## src/rtl/ov7670_cfg_seq.sv

```systemverilog
// ov7670_cfg_seq
// Register-initialisation sequencer for the OV7670 camera. Walks a table of
// {reg_addr, data} entries held in an external synchronous ROM and issues one
// I2C write per entry through the master's i_wr/o_busy handshake. It also
// handles inline millisecond delays (reg 0xFF), NACK retries and the 0xFFFF
// end marker.
//
// Optional build macro: CFG_READBACK_EN
//   When defined, every NACK-free write is followed by a read of the same
//   register. The echo must match the written data, otherwise the entry is
//   retried. When undefined, o_rd is tied low and no read states exist.
//
// Ports
//   i_clk, i_rst            clock, synchronous active-high reset
//   i_start                 1-cycle start pulse (ignored while o_busy)
//   o_busy/o_done/o_error   status; done and error are sticky
//   o_err_idx               ROM index of the failing entry
//   o_rom_addr/i_rom_data   ROM port, data valid one cycle after address
//   o_wr/o_rd               1-cycle requests to the I2C master
//   o_slave_addr            constant camera address
//   o_reg_addr/o_wdata      register address / data for the master
//   i_m_*                   master status, read data and NACK flags
module ov7670_cfg_seq #(
   parameter int         CLK_FREQ_HZ    = 100000000,
   parameter int         ROM_AW         = 8,
   parameter logic [6:0] SLAVE_ADDR     = 7'h21,
   parameter int         MAX_RETRY      = 3,
   parameter int         ACCEPT_TIMEOUT = 4096
) (
   input  logic              i_clk,
   input  logic              i_rst,
   input  logic              i_start,
   output logic              o_busy,
   output logic              o_done,
   output logic              o_error,
   output logic [ROM_AW-1:0] o_err_idx,
   output logic [ROM_AW-1:0] o_rom_addr,
   input  logic [15:0]       i_rom_data,
   output logic              o_wr,
   output logic              o_rd,
   output logic [6:0]        o_slave_addr,
   output logic [7:0]        o_reg_addr,
   output logic [7:0]        o_wdata,
   input  logic              i_m_busy,
   input  logic [7:0]        i_m_rdata,
   input  logic              i_m_rdata_valid,
   input  logic              i_m_nack_slave,
   input  logic              i_m_nack_addr,
   input  logic              i_m_nack_data
);

   localparam int                CYC_PER_MS = CLK_FREQ_HZ / 1000;
   localparam logic [31:0]       MS_LAST    = 32'(CYC_PER_MS - 1);
   localparam logic [31:0]       ACC_LAST   = 32'(ACCEPT_TIMEOUT - 1);
   localparam logic [7:0]        RETRY_MAX  = 8'(MAX_RETRY);
   localparam logic [ROM_AW-1:0] ADDR_LAST  = {ROM_AW{1'b1}};
   localparam logic [ROM_AW-1:0] ADDR_ONE   = {{(ROM_AW-1){1'b0}}, 1'b1};

`ifdef CFG_READBACK_EN
   typedef enum logic [3:0] {
      ST_IDLE, ST_FETCH, ST_DECODE, ST_ISSUE, ST_WAIT_ACCEPT, ST_WAIT_DONE,
      ST_DELAY, ST_NEXT, ST_DONE, ST_ERROR,
      ST_RB_ISSUE, ST_RB_WAIT_ACCEPT, ST_RB_WAIT_DONE
   } state_t;
`else
   typedef enum logic [3:0] {
      ST_IDLE, ST_FETCH, ST_DECODE, ST_ISSUE, ST_WAIT_ACCEPT, ST_WAIT_DONE,
      ST_DELAY, ST_NEXT, ST_DONE, ST_ERROR
   } state_t;
`endif

   state_t            state_r, state_s;
   logic              busy_s, done_s, error_s, wr_s, rd_s;
   logic [ROM_AW-1:0] err_idx_s, rom_addr_s;
   logic [7:0]        reg_addr_s, wdata_s;
   logic [7:0]        retry_r, retry_s;
   logic [7:0]        ms_r, ms_s;
   logic [31:0]       timer_r, timer_s;
   logic              nack_seen_r, nack_seen_s;
   logic              nack_any_s;
   logic              rd_r;

   assign nack_any_s   = i_m_nack_slave | i_m_nack_addr | i_m_nack_data;
   assign o_slave_addr = SLAVE_ADDR;

`ifdef CFG_READBACK_EN
   assign o_rd = rd_r;
`else
   logic rb_unused_s;
   assign rb_unused_s = ^{i_m_rdata, i_m_rdata_valid, rd_r};
   assign o_rd        = 1'b0;
`endif

   // Next-state and next-output computation for the sequencer FSM.
   always_comb begin
      state_s     = state_r;
      busy_s      = o_busy;
      done_s      = o_done;
      error_s     = o_error;
      err_idx_s   = o_err_idx;
      rom_addr_s  = o_rom_addr;
      reg_addr_s  = o_reg_addr;
      wdata_s     = o_wdata;
      wr_s        = 1'b0;
      rd_s        = 1'b0;
      retry_s     = retry_r;
      ms_s        = ms_r;
      timer_s     = timer_r;
      nack_seen_s = nack_seen_r;
      case (state_r)
         ST_IDLE: begin
            if (i_start) begin
               state_s    = ST_FETCH;
               busy_s     = 1'b1;
               rom_addr_s = {ROM_AW{1'b0}};
               done_s     = 1'b0;
               error_s    = 1'b0;
            end else begin
               state_s = ST_IDLE;
            end
         end
         ST_FETCH: state_s = ST_DECODE;
         ST_DECODE: begin
            // End marker is checked first: 0xFFFF would otherwise decode as a delay.
            if (i_rom_data == 16'hFFFF) begin
               state_s = ST_DONE;
            end else if (i_rom_data[15:8] == 8'hFF) begin
               if (i_rom_data[7:0] == 8'h00) begin
                  state_s = ST_NEXT;
               end else begin
                  ms_s    = i_rom_data[7:0];
                  timer_s = 32'd0;
                  state_s = ST_DELAY;
               end
            end else begin
               reg_addr_s = i_rom_data[15:8];
               wdata_s    = i_rom_data[7:0];
               retry_s    = 8'd0;
               state_s    = ST_ISSUE;
            end
         end
         ST_ISSUE: begin
            if (!i_m_busy) begin
               wr_s        = 1'b1;
               timer_s     = 32'd0;
               nack_seen_s = 1'b0;
               state_s     = ST_WAIT_ACCEPT;
            end else begin
               state_s = ST_ISSUE;
            end
         end
         ST_WAIT_ACCEPT: begin
            if (i_m_busy) begin
               nack_seen_s = nack_seen_r | nack_any_s;
               state_s     = ST_WAIT_DONE;
            end else if (timer_r == ACC_LAST) begin
               state_s = ST_ERROR;
            end else begin
               timer_s = timer_r + 32'd1;
            end
         end
         ST_WAIT_DONE: begin
            // NACK flags clear together with busy, so capture them while busy is high.
            if (i_m_busy) begin
               nack_seen_s = nack_seen_r | nack_any_s;
            end else if (!nack_seen_r) begin
`ifdef CFG_READBACK_EN
               state_s = ST_RB_ISSUE;
`else
               state_s = ST_NEXT;
`endif
            end else if (retry_r < RETRY_MAX) begin
               retry_s = retry_r + 8'd1;
               state_s = ST_ISSUE;
            end else begin
               state_s = ST_ERROR;
            end
         end
`ifdef CFG_READBACK_EN
         ST_RB_ISSUE: begin
            if (!i_m_busy) begin
               rd_s        = 1'b1;
               timer_s     = 32'd0;
               nack_seen_s = 1'b0;
               state_s     = ST_RB_WAIT_ACCEPT;
            end else begin
               state_s = ST_RB_ISSUE;
            end
         end
         ST_RB_WAIT_ACCEPT: begin
            if (i_m_busy) begin
               nack_seen_s = nack_seen_r | nack_any_s;
               state_s     = ST_RB_WAIT_DONE;
            end else if (timer_r == ACC_LAST) begin
               state_s = ST_ERROR;
            end else begin
               timer_s = timer_r + 32'd1;
            end
         end
         ST_RB_WAIT_DONE: begin
            // A bad echo is treated like a NACK: the write is re-issued.
            if (i_m_busy) begin
               nack_seen_s = nack_seen_r | nack_any_s;
            end else if (!nack_seen_r && i_m_rdata_valid && (i_m_rdata == o_wdata)) begin
               state_s = ST_NEXT;
            end else if (retry_r < RETRY_MAX) begin
               retry_s = retry_r + 8'd1;
               state_s = ST_ISSUE;
            end else begin
               state_s = ST_ERROR;
            end
         end
`endif
         ST_DELAY: begin
            if (timer_r == MS_LAST) begin
               timer_s = 32'd0;
               if (ms_r == 8'd1) begin
                  state_s = ST_NEXT;
               end else begin
                  ms_s = ms_r - 8'd1;
               end
            end else begin
               timer_s = timer_r + 32'd1;
            end
         end
         ST_NEXT: begin
            // Running off the end of the ROM finishes the table instead of wrapping.
            if (o_rom_addr == ADDR_LAST) begin
               state_s = ST_DONE;
            end else begin
               rom_addr_s = o_rom_addr + ADDR_ONE;
               state_s    = ST_FETCH;
            end
         end
         ST_DONE: begin
            done_s  = 1'b1;
            busy_s  = 1'b0;
            state_s = ST_IDLE;
         end
         ST_ERROR: begin
            error_s   = 1'b1;
            err_idx_s = o_rom_addr;
            busy_s    = 1'b0;
            state_s   = ST_IDLE;
         end
         default: begin
            state_s = ST_IDLE;
            busy_s  = 1'b0;
         end
      endcase
   end

   // State, counter and output registers with synchronous reset.
   always_ff @(posedge i_clk) begin
      if (i_rst) begin
         state_r     <= ST_IDLE;
         o_busy      <= 1'b0;
         o_done      <= 1'b0;
         o_error     <= 1'b0;
         o_err_idx   <= {ROM_AW{1'b0}};
         o_rom_addr  <= {ROM_AW{1'b0}};
         o_wr        <= 1'b0;
         rd_r        <= 1'b0;
         o_reg_addr  <= 8'h00;
         o_wdata     <= 8'h00;
         retry_r     <= 8'd0;
         ms_r        <= 8'd0;
         timer_r     <= 32'd0;
         nack_seen_r <= 1'b0;
      end else begin
         state_r     <= state_s;
         o_busy      <= busy_s;
         o_done      <= done_s;
         o_error     <= error_s;
         o_err_idx   <= err_idx_s;
         o_rom_addr  <= rom_addr_s;
         o_wr        <= wr_s;
         rd_r        <= rd_s;
         o_reg_addr  <= reg_addr_s;
         o_wdata     <= wdata_s;
         retry_r     <= retry_s;
         ms_r        <= ms_s;
         timer_r     <= timer_s;
         nack_seen_r <= nack_seen_s;
      end
   end

endmodule

```

## config.mk

```make
export PLATFORM = sky130hd
export DESIGN_NAME = ov7670_cfg_seq
export DESIGN_NICKNAME = d
export VERILOG_FILES = /design/src/rtl/ov7670_cfg_seq.sv
export SDC_FILE = /design/constraint.sdc
export NUM_CORES = 1
export LEC_CHECK = 0
export BUFFER_PORTS_ARGS = -buffer_cell sky130_fd_sc_hd__buf_2
export CAP_MARGIN = 40
export CORE_ASPECT_RATIO = 1.1
export CORE_MARGIN = 2
export CORE_UTILIZATION = 45
export CTS_CLUSTER_SIZE = 24
export DETAILED_ROUTE_END_ITERATION = 7
export PLACE_DENSITY = 0.78
export SYNTH_ARGS = -nofsm -noshare
export SYNTH_HDL_FRONTEND = slang
export SYNTH_SLANG_ARGS = --single-unit
```

## constraint.sdc

```tcl
create_clock -name i_clk -period 4.6 [get_ports i_clk]
set_clock_uncertainty 0.2 [all_clocks]
set_input_delay 1.15 -clock i_clk [delete_from_list [all_inputs] [get_ports i_clk]]
set_output_delay 1.15 -clock i_clk [all_outputs]
set_load 0.05 [all_outputs]
```

# Yosys cells after proc, flatten, opt, wreduce, memory -nomap -nowiden
# Index checks and enable logic that the tools add are counted.
# totals
ff_bits	89
wordCells	125
ramBits	0
input_bits	32
latch_bits	0
memories	0
mem_bits_ro	0
output_inout_bits	44
# op_classes
n_reduce_logical	22
bitwise_logic	7
multipliers	0
magnitude_cmp	1
mux	46
n_shift	0
n_div	0
n_eq_ne	32
addsub	4
# op_table
operator	count
two-way mux 32 bit	7
one-hot mux 32 bit (4 select lines)	1
two-way mux 8 bit	12
one-hot mux 8 bit (2 select lines)	3
two-way mux 4 bit	10
adder 32 x 1 -> 32 bit, second input constant	1
== test 32 x 12 -> 1 bit, second input constant	1
== test 32 x 17 -> 1 bit, second input constant	1
one-hot mux 4 bit (8 select lines)	1
!= test 2 bit, second input constant	15
adder 8 x 1 -> 8 bit, second input constant	2
== test 16 bit, second input constant	1
== test 4 x 3 -> 1 bit, second input constant	4
== test 8 bit, second input constant	2
AND reduction 6 bit	2
nonzero test 2 bit	6
AND reduction 3 bit	3
== test 4 x 2 -> 1 bit, second input constant	2
== test 4 bit, second input constant	2
== test 8 x 1 -> 1 bit, second input constant	1
zero test 8 bit	1
less-than comparator 8 x 2 -> 1 bit, second input constant	1
one-hot mux 1 bit (2 select lines)	4
subtractor 8 x 1 -> 8 bit, second input constant	1
14 further kinds	28

# Logic depth before layout (Yosys ltp)
# Gate-level depths: netlist (run 1).
# logic_depth
depth_word	5
mapped_depth	10
depth_no_buf	7

# Least setup slack after synthesis (run 1)
# No wires, ideal clock.
# synth_timing
path_kind	input -> register
from	input port i_rom_data[14]
to	register timer_r[27]
slack_ns	1.612
setup_ns	0.071
required_ns	4.329
cell_stages	7
t_arrival_ns	2.717
path_buffers	1
cell_sequence	nand4_1 > a211o_1 > o32ai_2 > nand2_2 > buf_6 > or4_1 > a21oi_1
# synth_via
elab_chain_len	3
word_cells_on_any_way	5
cone_classes	eq/ne (4); reduce/logical (1)
# synth_rtl
element	line_no	source
start, declared	38	input logic [15:0] i_rom_data,
== test 16 bit or == test 8 bit (tied branches)	125, 127	
!= test 2 bit (no source line)	--	
AND reduction 7 bit (no source line) *	--	
end signal, assigned	283	timer_r <= timer_s;
end, declared	78	logic [31:0] timer_r, timer_s;
# Every way passes the cells marked *; elsewhere a longest branch is shown, timed or not.
# A chain may end at the register's enable or synchronous reset.

# Worst setup path in the final report (run 1)
# layout_timing
from	input port i_rom_data[14]
to	register timer_r[23]
# Same word-level chain as after synthesis.

==> run metrics, run 1 <==
leakage 0.002106 uW; cell accounting for the most synthesized area dfxtp_1; Hold/Removal Path Class flip-flop to flip-flop; DRC violations left 0; grt ovf 0; placed cell area 4937 sq um; CP bufs+invs 2; switching share of total power 30.55%; DIE AREA 11180 sq um; RSZ-0062 raised after global routing no; cts repair resizes 0; Syn Inst Count 568; RePlAce Congestion 0.8787; Final ANT Viol Nets 0; layout cells sized above 1 14.66%; Final #Nets 647; clock root buffer clkbuf_8; postcts setup bufs 0; final hold vios 0; startpoint types input port; top_reg_cell synth dfxtp_1; #FFs+latches synth 89; Seq pwr share 49.5%; # setup viols final 0; worst relative slew slack 55.36%; H-tree levels 3; Setup TNS 0 ps; hold buffers post-CTS 0; post-detail-place hpwl 7860 um; P_int 1165 uW; Ant. Diodes 0; Largest stage delay, worst path 590 ps; area grow syn2layout 10.21%; clock sink total 89; initial antenna violation count 0; design area 5132 sq um; Final Max Slew Viols 0; final period utilization 73.56%; drt pass-1 iters 5; GRT Total Usage 20.83%; distinct cell type count after synthesis 66; I/O pin count 76; clock-pin slew on the worst setup and hold paths 80 ps; Vias/cell 5.956; Power Density 326.7 nW/um^2; Die X 101.0 um; net switching power 512.2 uW; slowest CP cell or4_1; Highest Clock Rate 0.2955 GHz; Core Area 9985 sq um; vias in the first global route 4116; Crit path required time 4680 ps; share of the synthesized area in the top cell type 38.26%; EDFF count, synth 0; # fillers 967; Ys Warns 0; Setup Crit Path Kind input port to flip-flop; maxcap violations 0; CTS tree yes; Starting Density 46.64%; global-route wire length before repair 19420 um; total number of vias 4372; CTS Buffer Depth 2; cell family with most CP delay simple AND/OR/NAND/NOR gates; Clock power frac 32.7%; worst path arrival time 3470 ps; worst path cell trace buf_2 > nand4_1 > a211o_1 > o32ai_2 > buf_4 > nand2_2 > or4_1 > a21oi_1; Die H 110.7 um; largest cells by area after synthesis dfxtp_1 (38%), nor2_1 (5.7%), a21oi_1 (4.7%); CTS Buf Count 9; VDD IR-drop max 0.2935 mV; Initial DRC Count 282; Detailed Route WL 11310 um; Worst Tran Pin Value 667.8 ps; FFs w/ async S/R, synth 0%; Mapped Avg Cell Area 8.199 sq um; CP endpoint kind flip-flop; CP max FO 25; insertion delay of the later-clocked pin in the worst-skew pair 370 ps; # rows 38; largest net degree at the start of global routing 59; Seq/Total Area, Yosys 38.26%; Avg WL per Cell 15.41 um; Comb pwr share 17.8%; Final Critical Period 3384 ps; PortBufs 58; Post-Syn Area 4657 sq um; outcome finished, final reports clean
-- worst min-delay path, cell delays in order (launching register included) --
cell     delay, ps
dfxtp_1        310
nand2_1         50
a21oi_1         50
-- placed cells by master (no fill, tap or decap), types with 3 or more instances in the layout --
master | synthesis | routed
o21ai_0 | 16 | 15
buf_2 | 8 | 58
nand2b_1 | 5 | 5
or3_1 | 5 | 5
a2bb2oi_1 | 3 | 3
a31oi_1 | 6 | 6
buf_4 | 9 | 3
conb_1 | 2 | 8
o32ai_1 | 3 | 3
clkbuf_8 | 0 | 11
a21oi_1 | 44 | 44
a21o_1 | 4 | 4
nor3b_1 | 5 | 5
or4_1 | 8 | 8
nand4_1 | 26 | 26
nor4_1 | 12 | 12
dfxtp_1 | 89 | 89
nand3_1 | 29 | 29
and4_1 | 4 | 4
mux2i_1 | 19 | 19
nand2_1 | 52 | 52
nor3_1 | 13 | 13
ha_1 | 5 | 5
and2_1 | 9 | 9
and3_1 | 22 | 22
xor2_1 | 20 | 20
nor2_1 | 71 | 71
a22oi_1 | 3 | 3
o22ai_1 | 4 | 4
inv_1 | 10 | 10
-- power groups by stage --
stage | Combinational (uW) | Sequential [uW] | Clock, uW
floorplan | 196 | 889 | 0
global placement | 290 | 844 | 0
detailed placement | 297 | 846 | 0
CTS | 298 | 829 | 558
global route | 320 | 834 | 592
finish | 299 | 829 | 549
-- layer usage --
layer  share of wire [%]  vias up  track usage (%)
met1                  41     2111            25.75
met3                 5.1       16            4.540
met5                   0        -                0
met4                 1.1        0            5.766
li1                    -     2129                -
met2                  52      116            36.13
-- synth_stat cells, types with 2 or more instances --
| library cell | instances |
|---|---|
| and2_1 | 9 |
| a2bb2oi_1 | 3 |
| nand4_1 | 26 |
| a31oi_1 | 6 |
| o2bb2ai_1 | 2 |
| xor2_1 | 20 |
| clkbuf_1 | 14 |
| inv_1 | 10 |
| nor2_1 | 71 |
| or4_1 | 8 |
| o22ai_1 | 4 |
| and4_1 | 4 |
| buf_4 | 9 |
| o32ai_1 | 3 |
| dfxtp_1 | 89 |
| a41oi_1 | 2 |
| a22o_1 | 2 |
| a21boi_0 | 2 |
| ha_1 | 5 |
| nand3_1 | 29 |
| nor4_1 | 12 |
| nor3b_1 | 5 |
| a21oi_1 | 44 |
| and3_1 | 22 |
| nand2_1 | 52 |
| a211o_1 | 2 |
| nor4b_1 | 2 |
| o21ai_0 | 16 |
| nor3_1 | 13 |
| a22oi_1 | 3 |
| or3_1 | 5 |
| xnor2_1 | 2 |
| nand2b_1 | 5 |
| a21o_1 | 4 |
| mux2i_1 | 19 |
| nor2b_1 | 2 |
| buf_6 | 4 |
| conb_1 | 2 |
| buf_2 | 8 |
| o21ai_1 | 2 |
-- path summary, 6_finish.rpt --
kind	from	endpoint	slack, ps	cells past startpoint
hold reg to reg	o_err_idx[3]$_SDFFE_PP0P_	o_err_idx[3]$_SDFFE_PP0P_	250	2
setup reg to reg	timer_r[0]$_SDFFE_PP0P_	timer_r[2]$_SDFFE_PP0P_	1470	7
hold / removal	o_err_idx[3]$_SDFFE_PP0P_	o_err_idx[3]$_SDFFE_PP0P_	250	2
setup / recovery	i_rom_data[14]	timer_r[23]$_SDFFE_PP0P_	1220	8
-- cell type report --
cell class	instances	area (sq um)	share of cell area [%]
Clock buffer	12	155.1	3.023
Sequential cell	89	1782	34.71
Tap cell	120	150.1	2.925
Inverter	10	37.54	0.7314
Timing Repair Buffer	61	312.8	6.095
Clock inverter	3	40.04	0.7801
Multi-Input combinational cell	439	2655	51.73
-- state kept, by name, indices dropped and copies added, names as in the netlist, 4 cells and up --
register / count
ms_r: 8
o_err_idx: 8
o_reg_addr: 8
o_rom_addr: 8
o_wdata: 8
retry_r: 8
state_r: 4
timer_r: 32
-- per-stage QoR --
step / hold slack (ps) / std cells / setup WS (ps) / util [%] / total power, uW
finish: 252.8 / 734 / 1216 / 51.40 / 1677
global placement: 240.8 / 719 / 940.1 / 49.45 / 1134
floorplan: 253.0 / 574 / 1612 / - / 1085
global route: 273.0 / 734 / 1113 / 51.40 / 1747
detailed placement: 246.0 / 719 / 857.2 / 49.45 / 1143
CTS: 256.7 / 734 / 1234 / 51.40 / 1685
-- kinds of logic after synthesis --
| logic type | share of synthesized area (%) |
|---|---|
| simple gates | 31.19 |
| compound gates | 15.53 |
| flops | 38.26 |
| buf+inv | 5.293 |
| xor+xnor | 4.138 |
| mux | 4.084 |
| fa+ha+maj | 1.343 |
| other cells | 0.1613 |
(Power assumes the default switching activity.)
==> run 2: changes to the inputs <==
==> constraint.sdc (replaced) <==
create_clock -name i_clk -period 3.2 [get_ports i_clk]
set_clock_uncertainty 0.2 [all_clocks]
set_input_delay 0.8 -clock i_clk [delete_from_list [all_inputs] [get_ports i_clk]]
set_output_delay 0.8 -clock i_clk [all_outputs]
set_load 0.05 [all_outputs]
==> run metrics, run 2 (same netlist as run 1, synthesis figures left out) <==
DIE AREA 11180 sq um; # setup viols final 0; cell family with most CP delay simple AND/OR/NAND/NOR gates; hold buffers post-CTS 0; Biggest register timer_r; DRC violations left 0; Ant. Diodes 0; I/O pin count 76; wire length on met2 5826 um; # rows 38; Avg WL per Cell 15.32 um; RePlAce Congestion 0.9279; most common cell after layout, fill and taps aside dfxtp_1; grt ovf 0; startpoint types flip-flop; initial antenna violation count 0; Power Density 451.3 nW/um^2; H-tree levels 3; Core Area 9985 sq um; Largest stage delay, worst path 530 ps; CTS tree yes; RSZ-0062 raised after global routing no; worst path arrival time 2740 ps; postcts setup bufs 0; clock sink total 89; DR WL met3 539 um; total number of vias 4380; Die X 101.0 um; Initial DRC Count 204; Detailed Route WL 11340 um; Starting Density 46.64%; Final Critical Period 2687 ps; Die H 110.7 um; cts repair resizes 0; worst path cell trace or4b_1 > nor4_1 > and4_1 > a21o_4 > a21o_1 > buf_4 > a21oi_1; CP max FO 18; worst relative slew slack 58.01%; clock root buffer clkbuf_8; largest net degree at the start of global routing 49; post-detail-place hpwl 8005 um; WL met1 4761 um; drt pass-1 iters 5; Worst Tran Pin Value 629.0 ps; outcome finished, final reports clean; PortBufs 58; maxcap violations 0; slowest CP cell or4b_1; max reg flops 32; Max Used Layer met4; area grow syn2layout 10.48%; vias in the first global route 4210; CTS Buffer Depth 2; Vias/cell 5.919; Hold/Removal Path Class flip-flop to flip-flop; Final Max Slew Viols 0; layout cells sized above 1 15.32%; GRT Total Usage 20.91%; # fillers 949; Final ANT Viol Nets 0; final period utilization 83.97%; global-route wire length before repair 19280 um; insertion delay of the later-clocked pin in the worst-skew pair 380 ps; CP bufs+invs 1; Final #Nets 653; CTS Buf Count 9; VDD IR-drop max 0.3071 mV; Highest Clock Rate 0.3721 GHz; Tot Pwr 2322 uW; final hold vios 0; clock-pin slew on the worst setup and hold paths 90 ps; leakage 0.002114 uW; CP endpoint kind flip-flop; Setup Crit Path Kind flip-flop to flip-flop; most frequent cells in the layout dfxtp_1 (89), nor2_1 (71), buf_2 (58); Setup TNS 0 ps; Crit path required time 3260 ps
-- run 2: changes by cell type in the layout (fill, tap and decap cells not counted) --
cell        change
clkinvlp_4      +1
bufinv_16       -1
clkbuf_1        +1
buf_4           +6
clkbuf_8        -1
-- run 2: final cells by class --
class                   count  area [sq um]  area share (%)
clock inverters             3         17.52          0.3405
inverters                  10         37.54          0.7296
repair buffers             67         357.8           6.955
multi-input cells         439          2655           51.61
clock buffers              12         145.1           2.821
well taps                 120         150.1           2.918
flip-flops and latches     89          1782           34.63
-- run 2: worst reg2reg max path: stages, from the launching register on --
cell	delay (ps)
dfxtp_1	370
or4b_1	530
nor4_1	320
and4_1	440
a21o_4	280
a21o_1	140
buf_4	220
a21oi_1	80
-- run 2: worst paths after layout --
check                       startpoint                         to  slack (ps)  cells past startpoint
min reg2reg  o_err_idx[7]$_SDFFE_PP0P_  o_err_idx[7]$_SDFFE_PP0P_         260                      2
max reg2reg    timer_r[5]$_SDFFE_PP0P_   timer_r[10]$_SDFFE_PP0P_         510                      7
min          o_err_idx[7]$_SDFFE_PP0P_  o_err_idx[7]$_SDFFE_PP0P_         260                      2
max            timer_r[5]$_SDFFE_PP0P_   timer_r[10]$_SDFFE_PP0P_         510                      7
-- run 2: per-stage QoR --
stage                     util [%]  area, sq um  setup WS [ps]  cells  hold WS [ps]
after floorplan                  -         4679          562.3    574         253.0
after global placement       49.90         4982          154.6    725         240.4
after detailed placement     49.90         4982          164.2    725         246.9
after CTS                    51.53         5145          534.3    740         259.0
after global routing         51.53         5145          369.5    740         281.4
final                        51.53         5145          512.8    740         258.6
-- run 2: per-layer routing --
metal | global-route usage, % | vias to the layer above
met1 | 24.73 | 2089
met2 | 37.02 | 128
li1 | - | 2146
met4 | 8.739 | 0
met5 | 0 | -
met3 | 3.216 | 17
-- run 2: power breakdown --
group | internal (uW) | switching, uW | total (uW)
registers | 1140 | 48.8 | 1190
clock network | 297 | 399 | 697
logic | 138 | 297 | 434
